===== src/rtl/apb_fifo_pkg.sv =====
// Shared definitions for the APB FIFO front end: register map, FSM encoding,
// STATUS/CTRL bit positions and the captured-request payload.
package apb_fifo_pkg;

  localparam logic [3:0] OFS_DATA   = 4'h0;
  localparam logic [3:0] OFS_STATUS = 4'h4;
  localparam logic [3:0] OFS_CTRL   = 4'h8;
  localparam logic [3:0] OFS_THRESH = 4'hC;

  // Word index of each register inside the window
  localparam logic [1:0] SEL_DATA   = OFS_DATA[3:2];
  localparam logic [1:0] SEL_STATUS = OFS_STATUS[3:2];
  localparam logic [1:0] SEL_CTRL   = OFS_CTRL[3:2];
  localparam logic [1:0] SEL_THRESH = OFS_THRESH[3:2];

  localparam int unsigned STAT_EMPTY = 0;
  localparam int unsigned STAT_FULL  = 1;
  localparam int unsigned STAT_AFULL = 2;
  localparam int unsigned STAT_LEVEL = 8;

  localparam int unsigned CTRL_FLUSH  = 0;
  localparam int unsigned CTRL_IRQ_EN = 1;

  typedef enum logic [2:0] {
    ST_IDLE  = 3'b001,
    ST_CHECK = 3'b010,
    ST_RESP  = 3'b100
  } state_e;

  typedef struct packed {
    logic        write;
    logic        err;
    logic [1:0]  sel;
    logic [31:0] wdata;
  } apb_req_t;

endpackage


===== src/rtl/apb_fifo_decode.sv =====
// Address decode for the FIFO port window: register select plus
// out-of-window/misaligned and read-only-write error flags.
module apb_fifo_decode
  import apb_fifo_pkg::*;
#(
  parameter logic [31:0] BASE_ADDR = 32'h2000_0000
) (
  input  logic [31:0] paddr,
  input  logic        pwrite,
  output logic [1:0]  reg_sel_c,
  output logic        err_addr_c,
  output logic        err_ro_c
);

  logic [31:0] offset_c;

  // Wrapping subtraction makes addresses below the base land far outside the window
  assign offset_c   = paddr - BASE_ADDR;
  assign reg_sel_c  = offset_c[3:2];
  assign err_addr_c = (offset_c > 32'(OFS_THRESH)) || (offset_c[1:0] != 2'b00);
  assign err_ro_c   = pwrite && (offset_c[3:0] == OFS_STATUS);

endmodule


===== src/rtl/apb_fifo_port.sv =====
// APB3 slave giving push/pop access to a FWFT sync FIFO, with wait states on
// full/empty, bounded stall timeout, flush and almost-full interrupt.
module apb_fifo_port
  import apb_fifo_pkg::*;
#(
  parameter int unsigned DATA_W    = 32,
  parameter int unsigned LEVEL_W   = 5,
  parameter logic [31:0] BASE_ADDR = 32'h2000_0000,
  parameter int unsigned TIMEOUT   = 16
) (
  input  logic               clk,
  input  logic               rst_n,
  input  logic               psel,
  input  logic               penable,
  input  logic               pwrite,
  input  logic [31:0]        paddr,
  input  logic [31:0]        pwdata,
  output logic [31:0]        prdata,
  output logic               pready,
  output logic               pslverr,
  output logic               fifo_wr_en,
  output logic [DATA_W-1:0]  fifo_wdata,
  output logic               fifo_rd_en,
  input  logic [DATA_W-1:0]  fifo_rdata,
  input  logic               fifo_full,
  input  logic               fifo_empty,
  input  logic [LEVEL_W-1:0] fifo_level,
  output logic               fifo_flush,
  output logic               irq
);

  localparam int unsigned CNT_W = $clog2(TIMEOUT);

  state_e             state;
  state_e             state_nx;
  apb_req_t           req_q;
  logic [CNT_W-1:0]   wait_cnt;
  logic               irq_en;
  logic [LEVEL_W-1:0] thresh;

  logic [1:0]         dec_sel_c;
  logic               dec_err_addr_c;
  logic               dec_err_ro_c;

  logic               setup_c;
  logic               push_c;
  logic               pop_c;
  logic               blocked_c;
  logic               timeout_c;
  logic               almost_full_c;
  logic               finish_c;
  logic               ok_c;
  logic [31:0]        rd_mux_c;

  logic               pready_d;
  logic               pslverr_d;
  logic               wr_en_d;
  logic               rd_en_d;
  logic               flush_d;
  logic               ctrl_we_d;
  logic               thresh_we_d;
  logic [31:0]        prdata_d;

  apb_fifo_decode #(
    .BASE_ADDR (BASE_ADDR)
  ) u_decode (
    .paddr      (paddr),
    .pwrite     (pwrite),
    .reg_sel_c  (dec_sel_c),
    .err_addr_c (dec_err_addr_c),
    .err_ro_c   (dec_err_ro_c)
  );

  assign setup_c       = (state == ST_IDLE) && psel && !penable;
  assign push_c        = req_q.write && (req_q.sel == SEL_DATA) && !req_q.err;
  assign pop_c         = !req_q.write && (req_q.sel == SEL_DATA) && !req_q.err;
  assign blocked_c     = (push_c && fifo_full) || (pop_c && fifo_empty);
  assign timeout_c     = (wait_cnt == CNT_W'(TIMEOUT - 1));
  assign almost_full_c = (fifo_level >= thresh);

  // Request capture during the APB setup phase
  always_ff @(posedge clk or negedge rst_n) begin
    if (!rst_n) begin
      req_q <= '0;
    end else if (setup_c) begin
      req_q.write <= pwrite;
      req_q.err   <= dec_err_addr_c || dec_err_ro_c;
      req_q.sel   <= dec_sel_c;
      req_q.wdata <= pwdata;
    end
  end

  // State register
  always_ff @(posedge clk or negedge rst_n) begin
    if (!rst_n) state <= ST_IDLE;
    else        state <= state_nx;
  end

  // Next-state logic
  always_comb begin
    state_nx = state;
    unique case (state)
      ST_IDLE:  if (setup_c) state_nx = ST_CHECK;
      ST_CHECK: begin
        if (!psel)                         state_nx = ST_IDLE;
        else if (!blocked_c || timeout_c)  state_nx = ST_RESP;
      end
      ST_RESP:  state_nx = ST_IDLE;
      default:  state_nx = ST_IDLE;
    endcase
  end

  // Output logic: everything decided on the CHECK->RESP edge
  always_comb begin
    pready_d    = 1'b0;
    pslverr_d   = 1'b0;
    wr_en_d     = 1'b0;
    rd_en_d     = 1'b0;
    flush_d     = 1'b0;
    ctrl_we_d   = 1'b0;
    thresh_we_d = 1'b0;
    prdata_d    = '0;
    rd_mux_c    = '0;

    case (req_q.sel)
      SEL_DATA:   rd_mux_c[DATA_W-1:0] = fifo_rdata;
      SEL_STATUS: begin
        rd_mux_c[STAT_EMPTY]             = fifo_empty;
        rd_mux_c[STAT_FULL]              = fifo_full;
        rd_mux_c[STAT_AFULL]             = almost_full_c;
        rd_mux_c[STAT_LEVEL +: LEVEL_W]  = fifo_level;
      end
      SEL_CTRL:   rd_mux_c[CTRL_IRQ_EN] = irq_en;
      SEL_THRESH: rd_mux_c[LEVEL_W-1:0] = thresh;
      default:    rd_mux_c = '0;
    endcase

    finish_c  = (state == ST_CHECK) && psel && (!blocked_c || timeout_c);
    ok_c      = finish_c && !blocked_c && !req_q.err;
    pready_d  = finish_c;
    pslverr_d = finish_c && (req_q.err || blocked_c);

    if (ok_c) begin
      wr_en_d     = push_c;
      rd_en_d     = pop_c;
      ctrl_we_d   = req_q.write && (req_q.sel == SEL_CTRL);
      thresh_we_d = req_q.write && (req_q.sel == SEL_THRESH);
      flush_d     = ctrl_we_d && req_q.wdata[CTRL_FLUSH];
      if (!req_q.write) prdata_d = rd_mux_c;
    end
  end

  // Stall counter: runs only while a push/pop is blocked, cleared otherwise
  always_ff @(posedge clk or negedge rst_n) begin
    if (!rst_n) begin
      wait_cnt <= '0;
    end else if ((state == ST_CHECK) && psel && blocked_c && !timeout_c) begin
      wait_cnt <= wait_cnt + CNT_W'(1);
    end else begin
      wait_cnt <= '0;
    end
  end

  // Registered outputs and control registers
  always_ff @(posedge clk or negedge rst_n) begin
    if (!rst_n) begin
      pready     <= 1'b0;
      pslverr    <= 1'b0;
      prdata     <= '0;
      fifo_wr_en <= 1'b0;
      fifo_rd_en <= 1'b0;
      fifo_flush <= 1'b0;
      fifo_wdata <= '0;
      irq        <= 1'b0;
      irq_en     <= 1'b0;
      thresh     <= '1;
    end else begin
      pready     <= pready_d;
      pslverr    <= pslverr_d;
      prdata     <= prdata_d;
      fifo_wr_en <= wr_en_d;
      fifo_rd_en <= rd_en_d;
      fifo_flush <= flush_d;
      irq        <= irq_en && almost_full_c;
      if (wr_en_d)     fifo_wdata <= req_q.wdata[DATA_W-1:0];
      if (ctrl_we_d)   irq_en     <= req_q.wdata[CTRL_IRQ_EN];
      if (thresh_we_d) thresh     <= req_q.wdata[LEVEL_W-1:0];
    end
  end

endmodule


===== config.mk =====
export PLATFORM = sky130hd
export DESIGN_NAME = apb_fifo_port
export DESIGN_NICKNAME = d
export VERILOG_FILES = /design/src/rtl/apb_fifo_pkg.sv /design/src/rtl/apb_fifo_decode.sv /design/src/rtl/apb_fifo_port.sv
export SDC_FILE = /design/constraint.sdc
export NUM_CORES = 1
export LEC_CHECK = 0
export BUFFER_PORTS_ARGS = -buffer_cell sky130_fd_sc_hd__buf_4
export CORE_MARGIN = 10
export CORE_UTILIZATION = 45
export CTS_CLUSTER_SIZE = 25
export DETAILED_ROUTE_END_ITERATION = 8
export GPL_TIMING_DRIVEN = 0
export PLACE_DENSITY = 0.74
export SLEW_MARGIN = 20
export SYNTH_ARGS = -nofsm -noshare
export SYNTH_HDL_FRONTEND = slang
export SYNTH_SLANG_ARGS = --single-unit

===== constraint.sdc =====
create_clock -name clk -period 2.6 [get_ports clk]
set_input_delay 0.52 -clock clk [delete_from_list [all_inputs] [get_ports clk]]
set_output_delay 0.52 -clock clk [all_outputs]
set_load 0.01 [all_outputs]

---- After elaboration in Yosys (flattened, before gate mapping) ----
Index checks and enable logic that the tools add are counted.
cells by class
  $lt $le $gt $ge ......................... 2
  multiplexer cells ....................... 19
  reduce and logical (&&, ||, !) cells .... 33
  add/sub/neg operators ................... 2
  equal/unequal tests ..................... 9
operators with widths
  cell                                                             number
  2-to-1 mux 32 bit                                                2
  greater-than comparator 32 x 4 -> 1 bit (second input constant)  1
  subtractor 32 x 30 -> 32 bit (second input constant)             1
  logical AND 1 bit                                                20
  2-to-1 mux 19 bit                                                1
  2-to-1 mux 3 bit                                                 4
  one-hot mux 5 bit (2 select lines)                               1
  one-hot mux 1 bit (3 select lines)                               2
  one-hot mux 3 bit (2 select lines)                               1
  >= comparator 5 bit                                              1
  zero test 1 bit                                                  5
  logical OR 1 bit                                                 5
  2-to-1 mux 1 bit                                                 5
  adder 4 x 1 -> 4 bit (second input constant)                     1
  == test 2 bit (second input constant)                            2
  == test 4 x 3 -> 1 bit (second input constant)                   1
  == test 4 bit (second input constant)                            1
  2-to-1 mux 4 bit                                                 1
  one-hot mux 1 bit (4 select lines)                               1
  one-hot mux 2 bit (2 select lines)                               1
  == test 3 x 1 -> 1 bit (second input constant)                   1
  == test 3 x 2 -> 1 bit (second input constant)                   1
  != test 3 bit (second input constant)                            1
  == test 2 x 1 -> 1 bit (second input constant)                   1
  4 further kinds                                                  4
storage, ports and cells
  input port bits ......................... 108
  output and inout port bits .............. 70
  word-level logic and storage cells ...... 81
  bits in registers ....................... 119

---- Depth between registers and ports, before layout ----
Gate-level depths: netlist of run 1.
  depth in word-level cells ............... 11
  gate-level depth with buffers ........... 7
  mapped depth without buffers ............ 6

---- Hierarchy ----
From an unflattened synthesis of run 1, not the netlist that was laid out.
unflattened totals
  cells, all modules ...................... 326
  area, all modules ....................... 4875.9 µm²
by module, submodules not included
  module           seq. area each (µm²)  area each (µm²)  cells each  times used
  apb_fifo_port    2985.4                4745.8           308         1
  apb_fifo_decode  0.0                   130.1            18          1

---- Worst setup path before layout of run 1 ----
No wires, ideal clock.
  path kind ............................... flip-flop to flip-flop
  start ................................... reg req_q[32] (netlist name)
  end ..................................... reg fifo_wdata[10]
  arrival ................................. 1.870 ns
  stages on the path, launching flop included .. 8
  setup time .............................. 0.125 ns
  clock period less this slack ............ 1.996 ns
  buffers on the path ..................... 2
  path slack .............................. 0.604 ns
  cell sequence ........................... dfrtp_1 > inv_1 > ha_1 > nand3_1 > or3_1 > buf_2 > buf_6 > mux2_4
between the ends
  cells in the longest elaborated chain, start to end .. 11
RTL lines
  item                                               line                                        text
  start, declared                                    apb_fifo_port.sv:36                         apb_req_t req_q;
  zero test 2 bit *                                  apb_fifo_port.sv:75, apb_fifo_port.sv:76
  logical AND 1 bit (on tied branches) (2 in a row)  apb_fifo_port.sv:75, apb_fifo_port.sv:76
  logical AND 1 bit                                  apb_fifo_port.sv:77                         assign blocked_c = (push_c && fifo_full) || (pop_c && fifo_empty);
  logical OR 1 bit                                   apb_fifo_port.sv:77
  zero test 1 bit                                    apb_fifo_port.sv:138, apb_fifo_port.sv:139
  logical OR 1 bit                                   apb_fifo_port.sv:138                        finish_c = (state == ST_CHECK) && psel && (!blocked_c || timeout_c);
  logical AND 1 bit                                  apb_fifo_port.sv:138
  logical AND 1 bit (2 in a row)                     apb_fifo_port.sv:139                        ok_c = finish_c && !blocked_c && !req_q.err;
  2-to-1 mux 1 bit *                                 apb_fifo_port.sv:143                        if (ok_c) begin
  end signal, assigned                               apb_fifo_port.sv:185                        if (wr_en_d) fifo_wdata <= req_q.wdata[DATA_W-1:0];
  end, declared                                      apb_fifo_port.sv:22                         output logic [DATA_W-1:0] fifo_wdata,
Mark *: on every way between the ends. The rest lies on a longest branch, timed or not.
A chain may end at the register's enable or synchronous reset.

---- Worst setup path after layout of run 1 ----
  start ................................... reg req_q[32] (netlist name)
  end ..................................... reg fifo_wdata[19]
The elaborated chain is that of the path after synthesis.

==> flow_summary.yaml, run 1 <==
cts:
  clock_path_buffers: 2
  holdBufCountCts: 1
  cts_tree: "done"
  post-cts-setup-buffers: 0
  cts-root-buf: "clkbuf_8"
  cts_buffers: 17
  cts_resized: 0
  clkSlewWorstSetupHoldPaths_ps: 60
  cts_max_level: 4
  clk_latency_ps: 490
  cts_sinks: 119
floorplanning:
  chipHeight_um: 123.6
  rows: 37
  die_w_um: 123.6
  initial_utilization_pct: 46.56
  io_pins: 178
  die-area_um2: 15270
  core_area_um2: 10370
worst_setup_path:
  critPathRequiredTime_ps: 2970
  crit_type: "reg2reg"
  worst_r2r_path_depth: 7
  r2r_end: "fifo_wdata[19]$_DFFE_PN0P_"
  cp-endpoint: "fifo_wdata[19]$_DFFE_PN0P_"
  rrSetupSlack_ps: 360
  crit_path_start: "req_q[32]$_DFFE_PN0P_"
  end_kind: "flip-flop"
  worst-path-max-fanout: 10
  arrival_ps: 2610
  start_kind: "flip-flop"
  r2r-start: "req_q[32]$_DFFE_PN0P_"
finish:
  num_antenna_cells: 0
  area_delta_synth_final_pct: 44.39
  mostFrequentLayoutCells: "176 x buf_4, 113 x dfrtp_1, 38 x mux2_2, 29 x mux2_4, 23 x and2_1"
  instances_no_fill: 667
  nNetsFinal: 639
  drive_gt1_share_pct: 55.18
  layout_commonest_cell: "buf_4"
sta:
  clock.fmax_mhz: 446.1
  slew-limit-headroom_pct: 57.29
  period_needed_ps: 2242
  hold_viol_final: 0
  skew_ps: 9.524
  setup_viol: 0
  period_share_pct: 86.22
  tns_ps: 0
  slew_violations: 0
  worst_pin_slew_ps: 637.2
  rsz0062_at_grt: "no"
route:
  drc: 0
  wl_per_cell_um: 18.22
  postRouteAntennaNets: 0
  wirelength_um: 12160
  drtIter0Drc: 169
  dr_total_vias: 3245
  vias_per_cell: 4.865
  drtPass1Iterations: 4
logic_synthesis:
  synth_enable_flop_cells: 0
  synthCells: 320
  synth_top_area_share_pct: 58.56
  synth.distinct_cells: 45
  ys_warn_count: 0
  synth_area_leaders: "dfrtp_1 59%, mux2_4 9.0%, mux2_2 8.9%, ha_1 3.4%, dfstp_2 3.3%"
  seq_area_frac_synth_pct: 61.83
  ys_seq_elements: 119
  ys_async_sr_fraction_pct: 100.0
  synth-main-ff-cell: "dfrtp_1"
  synth_largest_area_cell: "dfrtp_1"
  syn_area_per_cell_um2: 15.09
  syn-num-nets: 441
  netlist_area_um2: 4828
global_routing:
  grtUsageTotal_pct: 15.76
  first_global_vias: 3686
  grt_pass1_wl_um: 18710
  grt-ovfl-total: 0
  grt_max_degree: 61
  antenna_found_initial: 0
placed_design:
  place.gp.congestion: 0.7816
  io_buffers: 177
  dpl.hpwl_um: 9307
  dp_cells: 634
outcome:
  status: "complete, no violations"
power:
  p_leak_nw: 3.613
  powerDensity_nw_per_um2: 693.0
  max-vdd-ir-drop_uv: 457.1
run:
  maxCapViolCount: 0
worst_hold_path:
  hp-class: "in2reg"
## worst min-delay path by stage
stage | from | end | slack, ps | cells after the start
2_1_floorplan | rst_n | fifo_flush$_DFF_PN0_ | 220 | 0
3_3_place_gp | wait_cnt[0]$_DFF_PN0_ | wait_cnt[0]$_DFF_PN0_ | 450 | 1
3_5_place_dp | wait_cnt[0]$_DFF_PN0_ | wait_cnt[0]$_DFF_PN0_ | 480 | 1
4_1_cts | fifo_rdata[5] | prdata[5]$_DFF_PN0_ | 210 | 2
5_1_grt | fifo_rdata[18] | prdata[18]$_DFF_PN0_ | 200 | 2
6_report | fifo_rdata[5] | prdata[5]$_DFF_PN0_ | 230 | 2
## cells by family after synthesis
group / Yosys count / share of synthesized area, %
fa+ha+maj: 13 / 3.369
flops: 119 / 61.83
xor+xnor: 3 / 0.5443
buf+inv: 24 / 2.410
mux: 74 / 19.49
compound gates: 25 / 4.561
simple gates: 62 / 7.800
## layer usage
metal  up-vias  GRT usage [%]  wire, µm
met5         -              0         0
met4         0          5.313       138
met3        11          6.199      1159
met2       138          26.59      5970
met1      1567          17.92      4887
li1       1529              -         -
## stage by stage
step	setup WS, ps	hold slack (ps)	total power, mW	instance area (µm²)	util (%)
after floorplan	604.4	224.4	2.288	4828	-
after global placement	406.7	448.2	2.492	6327	61.02
after detailed placement	346.9	475.1	2.527	6359	61.32
after CTS	338.2	205.2	4.889	6972	67.23
after global routing	32.60	201.7	5.038	6972	67.23
final	358.3	233.2	4.831	6972	67.23
## flip-flops by register name, summed over array words and instances, names as in the netlist
name        cells
fifo_flush      1
pslverr         1
fifo_rd_en      1
thresh          5
fifo_wdata     32
fifo_wr_en      1
pready          1
state           3
prdata         32
irq             1
irq_en          1
wait_cnt        4
req_q          36
## report_power, final
part           internal (mW)  leakage [nW]  switching, mW
Sequential              1.98          1.56         0.0823
Combinational          0.255          1.77          0.171
Clock                   1.50         0.289          0.844
## critical path, cell delays in order, from the launching register on
cell and delay [ps]:
dfrtp_1 410, inv_1 140, ha_1 390, nand3_1 170
or3_1 340, buf_2 190, buf_6 180, mux2_4 310
## layout make-up
cell class / instances / area (µm²)
Buffer: 11 / 67.56
Clock buffer: 19 / 431.7
Timing Repair Buffer: 179 / 1370
Sequential cell: 119 / 2985
Fill cell: 754 / 3398
Tap cell: 136 / 170.2
Clock inverter: 13 / 171.4
Multi-Input combinational cell: 177 / 1727
Inverter: 13 / 48.80
## Yosys cell counts (3+ instances only)
cell and instances:
clkbuf_1 4, dfrtp_1 113, buf_6 3, nor2_1 7, a32o_1 5, ha_1 13
nor3b_1 3, and2_1 23, a21oi_1 5, mux2_4 29, inv_1 13, dfstp_2 6
buf_2 3, nand3_1 3, mux2_2 38, nand2_1 5, nor4_1 6, nor2b_1 3
mux2_1 6, a22oi_1 3
No activity file was read; power rests on OpenSTA's default activity.
==> run 2, diff against run 1 <==
- clock period: 2.6 -> 2.53 ns (I/O delays scaled with it)
==> run 2 against run 1 <==
Against the previous run:
- register-to-register slack lost 120 ps
- count of clock-buffer cells in the layout stayed put
- via count is 0.62% higher
- hold slack worse by 14 ps
- sequential cell count did not move
- power increased by 2.8%
- critical path depth unchanged
- critical path type unchanged
==> flow_summary.yaml, run 2 (same netlist as run 1, synthesis figures left out) <==
worst_setup_path:
  crit_type: "reg2reg"
  end_kind: "flip-flop"
  arrival_ps: 2660
  crit_path_start: "req_q[32]$_DFFE_PN0P_"
  worst-path-max-fanout: 10
  r2r-start: "req_q[32]$_DFFE_PN0P_"
  start_kind: "flip-flop"
  critPathRequiredTime_ps: 2900
  worst_r2r_path_depth: 7
floorplanning:
  core_area_um2: 10370
  die_w_um: 123.6
  initial_utilization_pct: 46.56
  io_pins: 178
  chipHeight_um: 123.6
  die-area_um2: 15270
  rows: 37
power:
  power_mw: 4.967
  max-vdd-ir-drop_uv: 469.6
  p_leak_nw: 3.616
  powerDensity_nw_per_um2: 711.8
finish:
  area_delta_synth_final_pct: 44.52
  fill_cells: 753
  mostFrequentLayoutCells: "176 x buf_4, 113 x dfrtp_1, 38 x mux2_2, 29 x mux2_4, 23 x and2_1"
  drive_gt1_share_pct: 55.18
  layout_commonest_cell: "buf_4"
  top_regs: "req_q x36, fifo_wdata x32, prdata x32"
  regMostFlops: "req_q"
  num_antenna_cells: 0
  nNetsFinal: 639
  largest_reg_flops: 36
cts:
  cts-root-buf: "clkbuf_8"
  cts_sinks: 119
  clk_latency_ps: 490
  cts_buffers: 17
  post-cts-setup-buffers: 0
  cts_tree: "done"
  clkSlewWorstSetupHoldPaths_ps: 60
  clock_path_buffers: 2
  cts_max_level: 4
route:
  drc: 0
  drtIter0Drc: 157
  vias_per_cell: 4.895
  wirelength_um: 12140
  dr_total_vias: 3265
  postRouteAntennaNets: 0
  wl_per_cell_um: 18.21
  drtPass1Iterations: 4
sta:
  worst_pin_slew_ps: 626.2
  period_needed_ps: 2288
  skew_ps: 9.510
  tns_ps: 0
  setup_slack_ps: 242.1
  period_share_pct: 90.43
  slew_violations: 0
  slew-limit-headroom_pct: 58.26
  hold_viol_final: 0
  hold_ws_ps: 219.1
  setup_viol: 0
  rsz0062_at_grt: "no"
  clock.fmax_mhz: 437.1
global_routing:
  grtUsageTotal_pct: 15.76
  grt_pass1_wl_um: 18710
  first_global_vias: 3686
  grt_max_degree: 61
  grt-ovfl-total: 0
  antenna_found_initial: 0
placed_design:
  place.gp.congestion: 0.7816
  dpl_worst_slack_ps: 276.9
  io_buffers: 177
  dpl.hpwl_um: 9307
outcome:
  status: "complete, no violations"
worst_hold_path:
  hp-class: "in2reg"
  worstHoldStart: "fifo_rdata[5]"
  min_path_cells: 2
run:
  maxCapViolCount: 0
run 2: cell type report:
type | count | area [µm²] | area share [%]
sequential | 119 | 2985 | 42.78
multi-input combinational | 177 | 1733 | 24.83
timing repair buffer | 179 | 1370 | 19.63
clock buffer | 19 | 431.7 | 6.186
clock inverter | 13 | 171.4 | 2.457
tap | 136 | 170.2 | 2.439
buffer | 11 | 67.56 | 0.9683
inverter | 13 | 48.80 | 0.6993
run 2: where the power goes:
group / leakage (nW) / total, mW / switching, mW / internal, mW
Combinational: 1.77 / 0.438 / 0.176 / 0.262
Clock: 0.289 / 2.41 / 0.868 / 1.54
Sequential: 1.56 / 2.12 / 0.0859 / 2.04
run 2: final timing paths:
| path | end | slack, ps |
|---|---|---|
| setup / recovery | fifo_wdata[19]$_DFFE_PN0P_ | 240 |
| hold / removal | prdata[5]$_DFF_PN0_ | 220 |
| setup reg to reg | fifo_wdata[19]$_DFFE_PN0P_ | 240 |
| hold reg to reg | wait_cnt[0]$_DFF_PN0_ | 490 |
| max in group asynchronous | thresh[0]$_DFFE_PN1P_ | 1250 |
| min in group asynchronous | fifo_wdata[5]$_DFFE_PN0P_ | 550 |
run 2: per-layer routing:
metal	vias to the layer above	routed length [µm]	track usage [%]
met2	136	5980	26.59
met3	11	1138	6.199
li1	1528	-	-
met5	-	0	0
met4	0	138	5.313
met1	1590	4886	17.92
run 2: metrics by stage:
| stage | utilization, % | instance area (µm²) | cells |
|---|---|---|---|
| 4_1_cts | 67.23 | 6972 | 667 |
| 3_5_place_dp | 61.32 | 6359 | 634 |
| 5_1_grt | 67.29 | 6978 | 667 |
| 2_1_floorplan | - | 4828 | 320 |
| 6_report | 67.29 | 6978 | 667 |
| 3_3_place_gp | 61.02 | 6327 | 633 |
run 2: what timing repair did:
action	CTS	global route
hold endpoints to repair	34	0
resized for setup	0	1
endpoints found under the setup margin	0	8
hold buffers	1	0
run 2: critical path: stages (launching register included):
cell and delay, ps:
dfrtp_1 410, inv_1 140, ha_1 390, nand3_1 200, or3_1 350, buf_2 190
buf_6 180, mux2_4 310
==> run 3, diff against run 2 <==
- PLACE_DENSITY: 0.74 -> 0.73
==> run 3 against run 2 <==
Against the previous run:
- sequential power about the same
- utilization fell by 0.22 points
- via count grew 1.2%
- routed wire length barely moved
- clock skew decreased by 2.2 ps
- combinational power about the same
- setup slack improved by 15 ps
- first-iteration DRC count down 11%
- count of clock-buffer cells in the layout stayed put
- cell count unchanged
==> flow_summary.yaml, run 3 (same netlist as run 1, synthesis figures left out) <==
outcome:
  status: "complete, no violations"
floorplanning:
  core_area_um2: 10370
  die_w_um: 123.6
  initial_utilization_pct: 46.56
  io_pins: 178
  chipHeight_um: 123.6
  die-area_um2: 15270
  rows: 37
global_routing:
  grtUsageTotal_pct: 16.14
  grt-ovfl-total: 0
  grt_pass1_wl_um: 19120
  first_global_vias: 3712
  grt_max_degree: 80
  antenna_found_initial: 0
route:
  drc: 0
  wl_per_cell_um: 18.20
  dr_total_vias: 3305
  postRouteAntennaNets: 0
  drtIter0Drc: 139
  wirelength_um: 12140
  vias_per_cell: 4.955
  drtPass1Iterations: 4
power:
  powerDensity_nw_per_um2: 706.4
  power_switching_mw: 1.098
  pwr-share-comb_pct: 8.9
  max-vdd-ir-drop_uv: 338.8
  switching_share_pct: 22.35
  p_int_mw: 3.815
  p_leak_nw: 3.607
  seqPwrFrac_pct: 43.2
  pwr-share-clk_pct: 47.8
finish:
  top_regs: "req_q x36, fifo_wdata x32, prdata x32"
  instances_no_fill: 667
  fill_cells: 803
  regMostFlops: "req_q"
  layout_commonest_cell: "buf_4"
  mostFrequentLayoutCells: "176 x buf_4, 113 x dfrtp_1, 38 x mux2_2, 29 x mux2_4, 23 x and2_1"
  area_delta_synth_final_pct: 44.05
  nNetsFinal: 639
  num_antenna_cells: 0
  multi_input_area_um2: 1727
  regArea_um2: 2985
  largest_reg_flops: 36
  drive_gt1_share_pct: 55.18
cts:
  cts_resized: 0
  cts_tree: "done"
  cts_sinks: 119
  clock_path_buffers: 2
  cts-root-buf: "clkbuf_8"
  clkSlewWorstSetupHoldPaths_ps: 60
  cts_buffers: 17
  cts_max_level: 4
  clk_latency_ps: 510
sta:
  period_share_pct: 89.85
  hold_viol_final: 0
  slew-limit-headroom_pct: 56.23
  period_needed_ps: 2273
  rsz0062_at_grt: "no"
  skew_ps: 7.283
  tns_ps: 0
  slew_violations: 0
  worst_pin_slew_ps: 653.0
  setup_viol: 0
  clock.fmax_mhz: 439.9
worst_setup_path:
  worst-path-max-fanout: 10
  cp_cell_sequence: "inv_1 > ha_1 > nand3_1 > nor3_2 > clkbuf_1 > and2_1"
  worst_path_largest_cell_delay_ps: 530
  worst_r2r_path_depth: 6
  crit_type: "reg2reg"
  arrival_ps: 2720
  cpMaxStageDelayCell: "nor3_2"
  end_kind: "flip-flop"
  critPathRequiredTime_ps: 2970
  start_kind: "flip-flop"
worst_hold_path:
  hp-class: "in2reg"
  min_path_cells: 2
run:
  maxCapViolCount: 0
placed_design:
  place.gp.congestion: 0.7786
  io_buffers: 177
  dp_cells: 634
  dpl.hpwl_um: 9377
-- run 3: cell count changes in the layout (fill, tap and decap cells not counted) --
cell | before | now
clkinvlp_4 | 2 | 3
nor3_2 | 0 | 1
inv_6 | 2 | 0
clkinv_4 | 5 | 2
clkinv_2 | 1 | 5
nor3_4 | 1 | 0
-- run 3: cell type report --
class	instances	area share, %
inverters	13	0.7016
repair buffers	179	19.70
flip-flops and latches	119	42.92
clock buffers	19	6.206
clock inverters	13	2.231
plain buffers	11	0.9714
well taps	136	2.446
multi-input cells	177	24.82
-- run 3: stage by stage --
step,worst slack [ps],total power [mW],area [µm²],hold WS [ps],util [%]
floorplan,534.4,2.351,4828,210.4,-
global placement,317.6,2.560,6327,445.4,61.02
detailed placement,283.3,2.597,6359,436.0,61.32
CTS,240.0,4.959,6955,180.5,67.07
global route,4.923,5.099,6955,185.7,67.07
finish,256.7,4.913,6955,201.4,67.07
-- run 3: layer usage --
layer / track usage [%] / vias up / wire length, µm
met5: 0 / - / 0
met3: 6.606 / 21 / 1236
met1: 18.32 / 1598 / 4835
met4: 6.987 / 0 / 260
met2: 26.36 / 152 / 5809
li1: - / 1534 / -
-- run 3: worst max-delay path: cells and delay by family (launching register included) --
family / cells / cell delay (ps)
adders and majority gates: 1 / 420
and+or+nand+nor: 3 / 900
DFF: 1 / 410
buffers and inverters: 2 / 490
-- run 3: power by group through the flow --
| stage | logic, mW | registers [mW] | clock network [mW] |
|---|---|---|---|
| final | 0.440 | 2.12 | 2.35 |
| after global routing | 0.488 | 2.14 | 2.47 |
| after CTS | 0.447 | 2.12 | 2.39 |
| after detailed placement | 0.440 | 2.16 | 0 |
| after global placement | 0.418 | 2.14 | 0 |
| after floorplan | 0.226 | 2.12 | 0 |
-- run 3: repair_timing --
action / 4_1_cts / 5_1_grt
hold endpoints to repair: 40 / 0
hold buffers: 1 / 0
setup buffers: 0 / 0
-- run 3: final timing paths --
check / slack (ps) / from / endpoint
setup / recovery: 260 / req_q[32]$_DFFE_PN0P_ / prdata[22]$_DFF_PN0_
hold reg to reg: 450 / wait_cnt[0]$_DFF_PN0_ / wait_cnt[0]$_DFF_PN0_
setup reg to reg: 260 / req_q[32]$_DFFE_PN0P_ / prdata[22]$_DFF_PN0_
min in group asynchronous: 470 / rst_n / fifo_wdata[10]$_DFFE_PN0P_
max in group asynchronous: 1330 / rst_n / state[0]$_DFFE_PN1P_
hold / removal: 200 / fifo_rdata[14] / prdata[14]$_DFF_PN0_
